[src/rtl/cpc_io_uart.sv]
// ---------------------------------------------------------------------------
// cpc_io_uart
//   8N1 serial port that answers on the CPC expansion I/O bus.
//   Four byte-wide registers at BASE_ADDR[15:2]:
//     0 DATA    write -> TX FIFO, read <- RX FIFO head (pop on end of read)
//     1 STATUS  {tx_ie, rx_ie, tx_overflow, framing_err, tx_idle,
//                rx_overrun, tx_not_full, rx_not_empty}
//     2 DIV_LO  3 DIV_HI  clocks per serial bit (minimum 4)
//
// Ports
//   clk, reset        system clock, synchronous active-high reset
//   cpu_addr, io_dout Z80 address / write data
//   io_wr, io_rd      I/O strobes, held for several clocks per access
//   io_din            read data, 8'hFF whenever this block is not read
//   txd, rxd          serial out (idle high) / serial in (asynchronous)
//   irq               level interrupt
// ---------------------------------------------------------------------------

// Circular FIFO with one extra pointer bit to tell full from empty.
// Head is shown combinationally. A pop frees a slot within the same cycle,
// so a push to a full FIFO is accepted when a pop happens alongside it.
module cpc_io_uart_fifo #(
   parameter int DEPTH = 16,
   parameter int W     = 8
) (
   input  logic         clk_i,
   input  logic         reset_i,
   input  logic         push_i,
   input  logic         pop_i,
   input  logic [W-1:0] wdata_i,
   output logic [W-1:0] head_o,
   output logic         empty_o,
   output logic         full_o,
   output logic         drop_o
);
   localparam int AW = $clog2(DEPTH);

   logic [AW:0]  wp_q, rp_q;
   logic [W-1:0] mem_q [DEPTH];
   logic         do_push, do_pop;

   assign empty_o = (wp_q == rp_q);
   assign full_o  = (wp_q[AW] != rp_q[AW]) && (wp_q[AW-1:0] == rp_q[AW-1:0]);
   assign do_pop  = pop_i & ~empty_o;
   assign do_push = push_i & (~full_o | do_pop);
   assign drop_o  = push_i & ~do_push;
   assign head_o  = mem_q[rp_q[AW-1:0]];

   always_ff @(posedge clk_i) begin
      if (reset_i) begin
         wp_q <= '0;
         rp_q <= '0;
      end else begin
         if (do_push) wp_q <= wp_q + {{AW{1'b0}}, 1'b1};
         if (do_pop)  rp_q <= rp_q + {{AW{1'b0}}, 1'b1};
      end
   end

   always_ff @(posedge clk_i) begin
      if (do_push) mem_q[wp_q[AW-1:0]] <= wdata_i;
   end
endmodule

module cpc_io_uart #(
   parameter logic [15:0] BASE_ADDR  = 16'hFBD0,
   parameter int          FIFO_DEPTH = 16,
   parameter logic [15:0] DIV_RESET  = 16'd555
) (
   input  logic        clk,
   input  logic        reset,
   input  logic [15:0] cpu_addr,
   input  logic [7:0]  io_dout,
   input  logic        io_wr,
   input  logic        io_rd,
   output logic [7:0]  io_din,
   output logic        txd,
   input  logic        rxd,
   output logic        irq
);
   typedef enum logic [1:0] {S_IDLE, S_START, S_DATA, S_STOP} ser_st_e;

   // ---------------- bus decode ----------------
   logic       sel, wr_lvl, rd_lvl, wr_q, rd_q, wr_evt, rd_evt;
   logic [1:0] rd_addr_q;
   logic       wr_data, wr_stat, wr_dlo, wr_dhi;

   assign sel    = (cpu_addr[15:2] == BASE_ADDR[15:2]);
   assign wr_lvl = sel & io_wr;
   assign rd_lvl = sel & io_rd;
   assign wr_evt = wr_lvl & ~wr_q;
   // Pop only once the strobe is gone so the CPU has latched the head byte.
   assign rd_evt = ~rd_lvl & rd_q;

   assign wr_data = wr_evt && (cpu_addr[1:0] == 2'd0);
   assign wr_stat = wr_evt && (cpu_addr[1:0] == 2'd1);
   assign wr_dlo  = wr_evt && (cpu_addr[1:0] == 2'd2);
   assign wr_dhi  = wr_evt && (cpu_addr[1:0] == 2'd3);

   always_ff @(posedge clk) begin
      if (reset) begin
         wr_q      <= 1'b0;
         rd_q      <= 1'b0;
         rd_addr_q <= 2'd0;
      end else begin
         wr_q <= wr_lvl;
         rd_q <= rd_lvl;
         // Remember which register was read; the address may move before
         // the falling edge of the strobe is seen.
         if (rd_lvl) rd_addr_q <= cpu_addr[1:0];
      end
   end

   // ---------------- control registers and flags ----------------
   logic [15:0] div_q, eff_div;
   logic        rx_ie_q, tx_ie_q, rx_ovr_q, frm_err_q, tx_ovf_q;
   logic        rx_ovr_set, frm_set, tx_ovf_set;

   assign eff_div = (div_q < 16'd4) ? 16'd4 : div_q;

   always_ff @(posedge clk) begin
      if (reset) begin
         div_q     <= DIV_RESET;
         rx_ie_q   <= 1'b0;
         tx_ie_q   <= 1'b0;
         rx_ovr_q  <= 1'b0;
         frm_err_q <= 1'b0;
         tx_ovf_q  <= 1'b0;
      end else begin
         if (wr_dlo) div_q[7:0]  <= io_dout;
         if (wr_dhi) div_q[15:8] <= io_dout;
         if (wr_stat) begin
            rx_ie_q <= io_dout[6];
            tx_ie_q <= io_dout[7];
         end
         // A new event in the same cycle as a clear keeps the flag set.
         rx_ovr_q  <= (rx_ovr_q  & ~(wr_stat & io_dout[2])) | rx_ovr_set;
         frm_err_q <= (frm_err_q & ~(wr_stat & io_dout[4])) | frm_set;
         tx_ovf_q  <= (tx_ovf_q  & ~(wr_stat & io_dout[5])) | tx_ovf_set;
      end
   end

   // ---------------- FIFOs ----------------
   logic [7:0] tx_head, rx_head, rx_sh_q;
   logic       tx_empty, tx_full, tx_pop;
   logic       rx_empty, rx_full, rx_push, rx_pop;

   assign rx_pop = rd_evt && (rd_addr_q == 2'd0) && !rx_empty;

   cpc_io_uart_fifo #(.DEPTH(FIFO_DEPTH), .W(8)) u_txf (
      .clk_i(clk), .reset_i(reset), .push_i(wr_data), .pop_i(tx_pop),
      .wdata_i(io_dout), .head_o(tx_head), .empty_o(tx_empty),
      .full_o(tx_full), .drop_o(tx_ovf_set)
   );

   cpc_io_uart_fifo #(.DEPTH(FIFO_DEPTH), .W(8)) u_rxf (
      .clk_i(clk), .reset_i(reset), .push_i(rx_push), .pop_i(rx_pop),
      .wdata_i(rx_sh_q), .head_o(rx_head), .empty_o(rx_empty),
      .full_o(rx_full), .drop_o(rx_ovr_set)
   );

   // ---------------- transmitter ----------------
   ser_st_e     tx_st_q, tx_st_d;
   logic [15:0] tx_cnt_q, tx_cnt_d, tx_len_q, tx_len_d;
   logic [7:0]  tx_sh_q, tx_sh_d;
   logic [2:0]  tx_bit_q, tx_bit_d;
   logic        txd_q, txd_d, tx_end;

   assign tx_end = (tx_cnt_q == tx_len_q - 16'd1);

   always_comb begin
      tx_st_d  = tx_st_q;
      tx_cnt_d = tx_cnt_q;
      tx_len_d = tx_len_q;
      tx_sh_d  = tx_sh_q;
      tx_bit_d = tx_bit_q;
      tx_pop   = 1'b0;
      case (tx_st_q)
         S_IDLE: begin
            if (!tx_empty) begin
               tx_pop   = 1'b1;
               tx_sh_d  = tx_head;
               tx_st_d  = S_START;
               tx_cnt_d = 16'd0;
               tx_len_d = eff_div;
            end
         end
         S_START: begin
            tx_cnt_d = tx_cnt_q + 16'd1;
            if (tx_end) begin
               tx_st_d  = S_DATA;
               tx_cnt_d = 16'd0;
               tx_len_d = eff_div;
               tx_bit_d = 3'd0;
            end
         end
         S_DATA: begin
            tx_cnt_d = tx_cnt_q + 16'd1;
            if (tx_end) begin
               tx_cnt_d = 16'd0;
               tx_len_d = eff_div;
               tx_sh_d  = {1'b0, tx_sh_q[7:1]};
               tx_bit_d = tx_bit_q + 3'd1;
               if (tx_bit_q == 3'd7) tx_st_d = S_STOP;
            end
         end
         S_STOP: begin
            tx_cnt_d = tx_cnt_q + 16'd1;
            if (tx_end) begin
               // Chain straight into the next start bit when more is queued.
               if (!tx_empty) begin
                  tx_pop   = 1'b1;
                  tx_sh_d  = tx_head;
                  tx_st_d  = S_START;
                  tx_cnt_d = 16'd0;
                  tx_len_d = eff_div;
               end else begin
                  tx_st_d = S_IDLE;
               end
            end
         end
      endcase
      // txd is registered from the next state so the line is glitch free.
      case (tx_st_d)
         S_START: txd_d = 1'b0;
         S_DATA:  txd_d = tx_sh_d[0];
         default: txd_d = 1'b1;
      endcase
   end

   always_ff @(posedge clk) begin
      if (reset) begin
         tx_st_q  <= S_IDLE;
         tx_cnt_q <= 16'd0;
         tx_len_q <= 16'd4;
         tx_sh_q  <= 8'd0;
         tx_bit_q <= 3'd0;
         txd_q    <= 1'b1;
      end else begin
         tx_st_q  <= tx_st_d;
         tx_cnt_q <= tx_cnt_d;
         tx_len_q <= tx_len_d;
         tx_sh_q  <= tx_sh_d;
         tx_bit_q <= tx_bit_d;
         txd_q    <= txd_d;
      end
   end

   // ---------------- receiver ----------------
   ser_st_e     rx_st_q, rx_st_d;
   logic [15:0] rx_cnt_q, rx_cnt_d, rx_len_q, rx_len_d;
   logic [7:0]  rx_sh_d;
   logic [2:0]  rx_bit_q, rx_bit_d;
   logic        rx_m_q, rxs_q, rxs_prev_q, rx_end, rx_mid;

   assign rx_end = (rx_cnt_q == rx_len_q - 16'd1);
   assign rx_mid = (rx_cnt_q == {1'b0, rx_len_q[15:1]});

   always_comb begin
      rx_st_d  = rx_st_q;
      rx_cnt_d = rx_cnt_q;
      rx_len_d = rx_len_q;
      rx_sh_d  = rx_sh_q;
      rx_bit_d = rx_bit_q;
      rx_push  = 1'b0;
      frm_set  = 1'b0;
      case (rx_st_q)
         // Falling-edge detect also covers rearming after a framing error:
         // the line has to return high before a new edge can be seen.
         S_IDLE: begin
            if (rxs_prev_q && !rxs_q) begin
               rx_st_d  = S_START;
               rx_cnt_d = 16'd0;
               rx_len_d = eff_div;
            end
         end
         S_START: begin
            rx_cnt_d = rx_cnt_q + 16'd1;
            if (rx_mid) begin
               if (rxs_q) begin
                  rx_st_d = S_IDLE;
               end else begin
                  rx_st_d  = S_DATA;
                  rx_cnt_d = 16'd0;
                  rx_len_d = eff_div;
                  rx_bit_d = 3'd0;
               end
            end
         end
         S_DATA: begin
            rx_cnt_d = rx_cnt_q + 16'd1;
            if (rx_end) begin
               rx_cnt_d = 16'd0;
               rx_len_d = eff_div;
               rx_sh_d  = {rxs_q, rx_sh_q[7:1]};
               rx_bit_d = rx_bit_q + 3'd1;
               if (rx_bit_q == 3'd7) rx_st_d = S_STOP;
            end
         end
         S_STOP: begin
            rx_cnt_d = rx_cnt_q + 16'd1;
            if (rx_end) begin
               rx_st_d = S_IDLE;
               if (rxs_q) rx_push = 1'b1;
               else       frm_set = 1'b1;
            end
         end
      endcase
   end

   always_ff @(posedge clk) begin
      if (reset) begin
         rx_m_q     <= 1'b1;
         rxs_q      <= 1'b1;
         rxs_prev_q <= 1'b1;
         rx_st_q    <= S_IDLE;
         rx_cnt_q   <= 16'd0;
         rx_len_q   <= 16'd4;
         rx_sh_q    <= 8'd0;
         rx_bit_q   <= 3'd0;
      end else begin
         rx_m_q     <= rxd;
         rxs_q      <= rx_m_q;
         rxs_prev_q <= rxs_q;
         rx_st_q    <= rx_st_d;
         rx_cnt_q   <= rx_cnt_d;
         rx_len_q   <= rx_len_d;
         rx_sh_q    <= rx_sh_d;
         rx_bit_q   <= rx_bit_d;
      end
   end

   // ---------------- outputs ----------------
   logic       tx_idle;
   logic [7:0] status;

   assign tx_idle = tx_empty && (tx_st_q == S_IDLE);
   assign status  = {tx_ie_q, rx_ie_q, tx_ovf_q, frm_err_q,
                     tx_idle, rx_ovr_q, ~tx_full, ~rx_empty};

   always_comb begin
      io_din = 8'hFF;
      if (sel && io_rd) begin
         case (cpu_addr[1:0])
            2'd0: io_din = rx_empty ? 8'h00 : rx_head;
            2'd1: io_din = status;
            2'd2: io_din = div_q[7:0];
            2'd3: io_din = div_q[15:8];
         endcase
      end
   end

   assign txd = txd_q;
   assign irq = (~rx_empty & rx_ie_q) | (tx_empty & tx_ie_q);
endmodule
[config.mk]
export PLATFORM = sky130hd
export DESIGN_NAME = cpc_io_uart
export DESIGN_NICKNAME = d
export VERILOG_FILES = /design/src/rtl/cpc_io_uart.sv
export SDC_FILE = /design/constraint.sdc
export NUM_CORES = 1
export LEC_CHECK = 0
export CAP_MARGIN = 30
export CORE_MARGIN = 2
export CORE_UTILIZATION = 45
export DETAILED_ROUTE_END_ITERATION = 10
export SYNTH_ARGS = -nofsm -noshare
export SYNTH_HDL_FRONTEND = slang
export SYNTH_SLANG_ARGS = --single-unit
[constraint.sdc]
create_clock -name clk -period 6.7 [get_ports clk]
set_input_delay 0.67 -clock clk [delete_from_list [all_inputs] [get_ports clk]]
set_output_delay 0.67 -clock clk [all_outputs]
set_load 0.05 [all_outputs]
; ---- After elaboration in Yosys (flattened, before gate mapping)
; Memory sizes are Yosys's and may differ from the RTL's. A register that Yosys moved wholly into a read port is not among the register bits.
; Index checks and enable logic that the tools add are counted.
[totals]
input_bits = 29
ram_bits = 256
n_memories = 2
register_bits = 139
[memory_table]
columns = memory, words, width, rd, rd_ports_with_merged_regs, write_ports, line
row1 = u_rxf.mem_q, 16, 8, 1, 1, 1, 39  ; logic [W-1:0] mem_q [DEPTH];
row2 = u_txf.mem_q, 16, 8, 1, 1, 1, 39
[op_classes]
eq_ne = 34
n_bitwise = 35
n_lt_le_gt_ge = 1
add_sub_neg = 10
n_reduce_logical = 29
n_mux = 66
[ops]
columns = operator, n
row1 = 16-bit 2-to-1 mux, 16
row2 = 16-bit case mux with 3 select lines, 3
row3 = 16-bit case mux with 4 select lines, 1
row4 = 8-bit 2-to-1 mux, 5
row5 = 16-bit by 1-bit adder with 16-bit output (second input constant), 2
row6 = 16-bit == test, 2
row7 = 8-bit case mux with 4 select lines, 1
row8 = 16-bit by 1-bit subtractor with 16-bit output (second input constant), 2
row9 = 8-bit case mux with 3 select lines, 1
row10 = 2-bit 2-to-1 mux, 11
row11 = 5-bit by 1-bit adder with 5-bit output (second input constant), 4
row12 = 2-bit != test (second input constant), 10
row13 = 1-bit AND, 18
row14 = 16-bit by 15-bit == test with 1-bit output, 1
row15 = 16-bit by 3-bit < comparator with 1-bit output (second input constant), 1
row16 = 4-bit 2-to-1 mux, 4
row17 = 2-bit case mux with 4 select lines, 2
row18 = 3-bit 2-to-1 mux, 5
row19 = 14-bit == test (second input constant), 1
row20 = 2-bit == test (second input constant), 7
row21 = 1-bit 2-to-1 mux, 13
row22 = 3-bit case mux with 2 select lines, 2
row23 = 1-bit logical AND, 11
row24 = 1-bit inverter, 11
row25 = other kinds (18), 41

; ---- Longest topological paths before layout
[logic_depth]
word_depth = 12
depth_mapped = 14

; ---- Modules after synthesis
; A second synthesis with hierarchy kept.
[hier_totals]
hier_cells = 1358
area_unflattened_um2 = 18273.8
[by_module_without_submodules]
columns = module, cells_each, seq_area_each_um2, area_each_um2, instances
row1 = cpc_io_uart_fifo, 266, 4124.0, 5745.5, 2
row2 = cpc_io_uart, 826, 2382.3, 6782.8, 1

; ---- Worst setup path before layout
; No wires, ideal clock.
[synth_timing]
kind = flip-flop to flip-flop
from = register rx_len_q[0]
to = memory u_rxf.mem_q[3][0], enable pin
n_path_buf = 0
path_slack_ns = 3.195
setup_time_ns = 0.383
arrival_time_ns = 3.121
path_stages_with_launch = 11
cell_sequence = dfxtp_1 -> inv_1 -> ha_1 -> or4bb_1 -> a211oi_1 -> o2111ai_1 -> nor4_1 -> o2111ai_1 -> nor4_4 -> nand2_1 -> nor3_1
[synth_via]
elab_chain_cells = 7
[synth_rtl]
columns = element, line
row1 = start: declaration, 250  ; logic [15:0] rx_cnt_q, rx_cnt_d, rx_len_q, rx_len_d;
row2 = start signal: assignment, 326  ; rx_len_q <= rx_len_d;
row3 = 16-bit by 1-bit subtractor with 16-bit output, 255  ; assign rx_end = (rx_cnt_q == rx_len_q - 16'd1);
row4 = 16-bit == test, 255
row5 = 1-bit 2-to-1 mux, 301  ; if (rx_end) begin
row6 = 1-bit 2-to-1 mux, 266  ; case (rx_st_q)
row7 = 1-bit AND, 45  ; assign do_push = push_i & (~full_o | do_pop);
row8 = 1-bit 2-to-1 mux, 60  ; if (do_push) mem_q[wp_q[AW-1:0]] <= wdata_i;
row9 = 1-bit 2-to-1 mux (implied by the code), 60
row10 = end: declaration, 39
; Every way passes these cells.

; ---- Final worst setup path
[layout_timing]
from = input cpu_addr[3]
to = output io_din[7]
[layout_via]
elab_chain_cells = 3
[layout_rtl]
columns = element, line
row1 = start: declaration, 71  ; input logic [15:0] cpu_addr,
row2 = 14-bit == test, 87  ; assign sel = (cpu_addr[15:2] == BASE_ADDR[15:2]);
row3 = 1-bit logical AND, 342  ; if (sel && io_rd) begin
row4 = 8-bit 2-to-1 mux, 342
row5 = end: declaration, 75  ; output logic [7:0] io_din,
; Every way passes these cells.

==> results.toml <==
[outcome]
status = "completed"

[global_routing]
grt_max_degree = 82
overflow = 0
groute.usage.overall_pct = 19.83
grt_pass1_vias = 10520
antenna_found_initial = 0
grt_pass1_wl_um = 62620

[finish]
final_util_pct = 51.40
final_cell_mix = "edfxtp_1 (256), dfxtp_1 (145), nor2_1 (127), mux2i_1 (74), mux4_2 (72)"
nets = 1434
final_common_cell = "edfxtp_1"
design_area_um2 = 20330
drive_gt1_share_pct = 14.62
fill_cells = 3317
num_antenna_cells = 0
area_growth_pct = 13.22
fin_cells = 1941

[sta]
max_freq_mhz = 210.0
worst_slew_pin_slew_ns = 1.010
period_minus_slack_ns = 4.762
final.setup_skew_ns = 0.01807
rsz0062_at_grt = "no"
drv_slew = 0
setup_viol = 0
finalSetupTns_ns = 0
hold_viol = 0
worst_slack_ns = 1.938
period_share_pct = 71.07
max_slew_margin_pct = 32.69
whs_ns = 0.4104

[clocking]
cts_htree_levels = 2
postCtsSetupBuffers = 0
clock_latency_ns = 0.58
cts_tree = "yes"
cts_resized = 0
numCtsBuffers = 43
cts_hold_buf = 0
root_buffer = "clkbuf_16"
cts.sinks = 403
clockBufferDepth = 3
clk_pin_slew_worst_paths_ns = 0.05

[placement]
place_ws_ns = 1.904
gp_congestion = 0.8240
dp_hpwl_um = 27060
placed_cells = 1861
io_buffers = 38
place_area_um2 = 18800

[min_path]
hold_depth = 1
hold_class = "flop to flop"

[die]
start_util_pct = 45.40
dieArea_um2 = 41510
rows = 73
coreArea_um2 = 39550
ios = 39
die_h_um = 203.7
dieWidth_um = 203.7

[power_and_ir_drop]
vdd_ir_drop_max_v = 0.0001677
p_total_mw = 5.880
cellLeakagePower_nw = 6.965
power.density_nw_per_um2 = 289.3

[logic_synthesis]
yosysSeqAreaShare_pct = 59.21
synth_warnings = 0
synth_seq_cells = 403
synth.net_count = 1411
netlist_area_um2 = 17950
synth_edf_count = 256
syn_area_per_cell_um2 = 13.22
synthFlopType = "edfxtp_1"
syn_inst = 1358
async_flop_share_pct = 0
ys_types = 75

[routing]
dr.pass1.iters = 7
wl_met2_um = 18010
wirelength_um = 40540
met1_length_um = 19470
drc_errors = 0
via_per_inst = 5.662
detail_route.wl_per_cell_um = 20.89
vias = 10990
antenna_left = 0
drtIter0Drc = 773
wl_met3_um = 2212
top_layer = "met4"

[worst_setup_path]
crit_type = "input port to output port"
cp-end-kind = "output port"
cp-start-kind = "input port"
crit_fanout = 13
critPathRequiredTime_ns = 6.03
reg2regPathDepth = 11
cp_data_arrival_time_ns = 4.09

[run]
maxCapViolCount = 0
## critical path, cell delays in order
cell and delay (ns):
clkdlybuf4s50_1 0.39, or4b_2 0.66, nor4_1 0.63, nand2_1 0.53, a221oi_1 0.39, nand2_1 0.10
clkdlybuf4s50_1 0.71
## Yosys cell counts (26+ instances only)
| master | number | area, um2 |
|---|---|---|
| edfxtp_1 | 256 | 7687 |
| dfxtp_1 | 147 | 2943 |
| nor2_1 | 127 | 476.7 |
| mux2i_1 | 74 | 740.7 |
| mux4_2 | 72 | 1622 |
| nand2_1 | 61 | 229.0 |
| a21oi_1 | 58 | 290.3 |
| clkbuf_1 | 52 | 195.2 |
| xnor2_1 | 41 | 359.1 |
| xor2_1 | 39 | 341.6 |
| and3_1 | 38 | 237.7 |
| nand3_1 | 26 | 130.1 |
## final cells by class
| type | count | area (um2) | area share (%) |
|---|---|---|---|
| Timing Repair Buffer | 53 | 488.0 | 2.401 |
| Tap cell | 525 | 656.9 | 3.232 |
| Sequential cell | 403 | 10630 | 52.31 |
| Inverter | 25 | 93.84 | 0.4617 |
| Clock buffer | 60 | 1230 | 6.051 |
| Multi-Input combinational cell | 855 | 6927 | 34.08 |
| Clock inverter | 20 | 299.0 | 1.471 |
## power by group
| group | leakage, nW | internal (mW) | total (mW) | switching, mW |
|---|---|---|---|---|
| logic | 2.70 | 0.284 | 0.645 | 0.361 |
| registers | 3.52 | 2.66 | 2.71 | 0.0488 |
| clock network | 0.747 | 1.53 | 2.53 | 1.00 |
| total | 6.97 | 4.47 | 5.88 | 1.41 |
## logic make-up (layout without fill, tap and decap cells)
logic type / Yosys count / after routing / synth area share, %
DFF: 403 / 403 / 59.21
buffers and inverters: 100 / 158 / 2.251
AOI/OAI and AO/OA: 189 / 189 / 7.248
adders and majority gates: 24 / 24 / 1.673
and+or+nand+nor: 404 / 404 / 11.81
xor gates and xnor gates: 80 / 80 / 3.903
muxes: 158 / 158 / 13.91
## per-layer routing
layer / track usage (%) / vias to the layer above
li1: - / 5198
met1: 29.40 / 5468
met4: 6.152 / 0
met2: 29.66 / 274
met3: 3.547 / 50
met5: 0 / -
## path summary, 6_finish.rpt
kind,start,to,slack (ns)
worst max register to register,tx_len_q[0]$_SDFFE_PP0P_,u_txf.mem_q[5][0]$_DFFE_PP_,2.14
worst min-delay path,rx_m_q$_SDFF_PP1_,rxs_q$_SDFF_PP1_,0.41
worst min register to register,rx_m_q$_SDFF_PP1_,rxs_q$_SDFF_PP1_,0.41
worst max-delay path,cpu_addr[3],io_din[7],1.94
## flip-flops by register name (all words and copies together), names as in the netlist, 2 cells and up, named ones only
register,cells
u_rxf.mem_q,128
u_txf.mem_q,128
div_q,16
rx_cnt_q,16
rx_len_q,16
tx_cnt_q,16
tx_len_q,16
rx_sh_q,8
tx_sh_q,8
u_rxf.rp_q,5
u_rxf.wp_q,5
u_txf.rp_q,5
u_txf.wp_q,5
rx_bit_q,3
tx_bit_q,3
rd_addr_q,2
tx_st_q,2
Power figures use the tool's default switching activity.
==> RTL edit: new RTL, same flow settings <==
Set the parameter `FIFO_DEPTH` to 8 (it was 16).
--- a/src/rtl/cpc_io_uart.sv
+++ b/src/rtl/cpc_io_uart.sv
@@ -64,5 +64,5 @@
 module cpc_io_uart #(
    parameter logic [15:0] BASE_ADDR  = 16'hFBD0,
-   parameter int          FIFO_DEPTH = 16,
+   parameter int          FIFO_DEPTH = 8,
    parameter logic [15:0] DIV_RESET  = 16'd555
 ) (
Formal check against the unedited RTL: same outputs for any inputs over 4 cycles, from zero or initial values and one cycle with reset high; that may be too few to reach the edited logic, so the function may still have changed.
==> RTL edit against the original RTL <==
Area after synthesis down 28%; routed wire length down 26%; register-to-register slack better by 320 ps; first-iteration DRC count down 38%; non-clock buffer count down 5; sequential cell count down 134; total power down 30%; worst setup slack better by 380 ps; synthesized cell count down 11%; global-route usage up 0.13 points; design area down 28%; largest power group unchanged; highest routed layer unchanged.
==> RTL edit: results (changes against the original RTL) <==
metric	value	unit	change
status	complete, no violations		
routed wire length on met2	14220	um	-21%
post-synthesis mux area share	11.95	%	-2.0 points
vias in the first global route	8585		-18%
compound-gate portion of the synthesized area	10.85	%	+3.6 points
WL met1	13820	um	-29%
Commonest cells post-synth	dfxtp_1 (141), edfxtp_1 (128), nor2_1 (127)		
relative slew slack	32.44	%	-0.25 points
CP max FO	8		-5
Clock Latency Late Sink	550	ps	-30 ps
worst flop-to-flop path startpoint	rx_len_q[4]		
cells on worst reg2reg path	9		-2
met3 wire len	1204	um	-46%
GPL Wtd Cong	0.8227		-0.16%
Final clock-cell share	7.132	%	-0.39 points
Signal inverters	21		-16%
vias per cell	5.589		-1.3%
Starting DRT DRC Count	477		-38%
H-Tree Level Count	1		-1
Syn Nets	1249		-11%
DP Wirelength	20830	um	-23%
met2 usage	32.85	%	+3.2 points
Detailed Route WL	29900	um	-26%
critical path arrival	3710	ps	-380 ps
xor and xnor area share after synthesis	4.334	%	+0.43 points
Top FF cell, synth	dfxtp_1		
Synth Area in Adders	1.741	%	+0.069 points
area taken by multi-input logic gates	5869	um^2	-15%
DR pass1 iterations	4		-3
EDFF count, synth	128		-50%
Seq/Total Area, Yosys	51.54	%	-7.7 points
clock sinks	269		-33%
flop2flop setup slack	2460	ps	+320 ps
maximum VDD drop	0.0002205	V	+31%
largest net degree at the start of global routing	61		-26%
first-pass GRT wire length	48170	um	-23%
Reg power frac	43.9	%	-2.1 points
CLK BUF	41		-32%
met1 usage	27.69	%	-1.7 points
synth top area cells	edfxtp_1 (30%), dfxtp_1 (22%), mux4_2 (5.6%), mux2i_1 (5.4%), nor2_1 (3.7%)		
==> RTL edit: changes by cell type in the layout (fill, tap and decap cells not counted), moves of 10 or more <==
cell       before  now
and2_1          4   16
o21ai_0        20   33
a211o_1        17    3
and3_1         38   10
edfxtp_1      256  128
mux4_2         72   32
a31oi_1        25   14
clkbuf_16      43   30
nand2b_1       25   15
o22ai_1         1   15
nand2_1        61  124
xnor2_1        41   26
==> RTL edit: through the flow <==
stage               std cells  worst slack [ps]  instance area, um^2
floorplan                1202              3009                12930
global placement         1553              2134                13530
detailed placement       1555              2057                13550
CTS                      1609              2237                14590
global route             1610              2108                14600
finish                   1610              2320                14600
==> RTL edit: worst max-delay path: stages <==
cell and delay (ps):
clkdlybuf4s50_1 390, or4b_1 540, nor4_1 550, nand2_1 350, a221oi_1 290, o21ai_0 170, clkdlybuf4s50_1 740
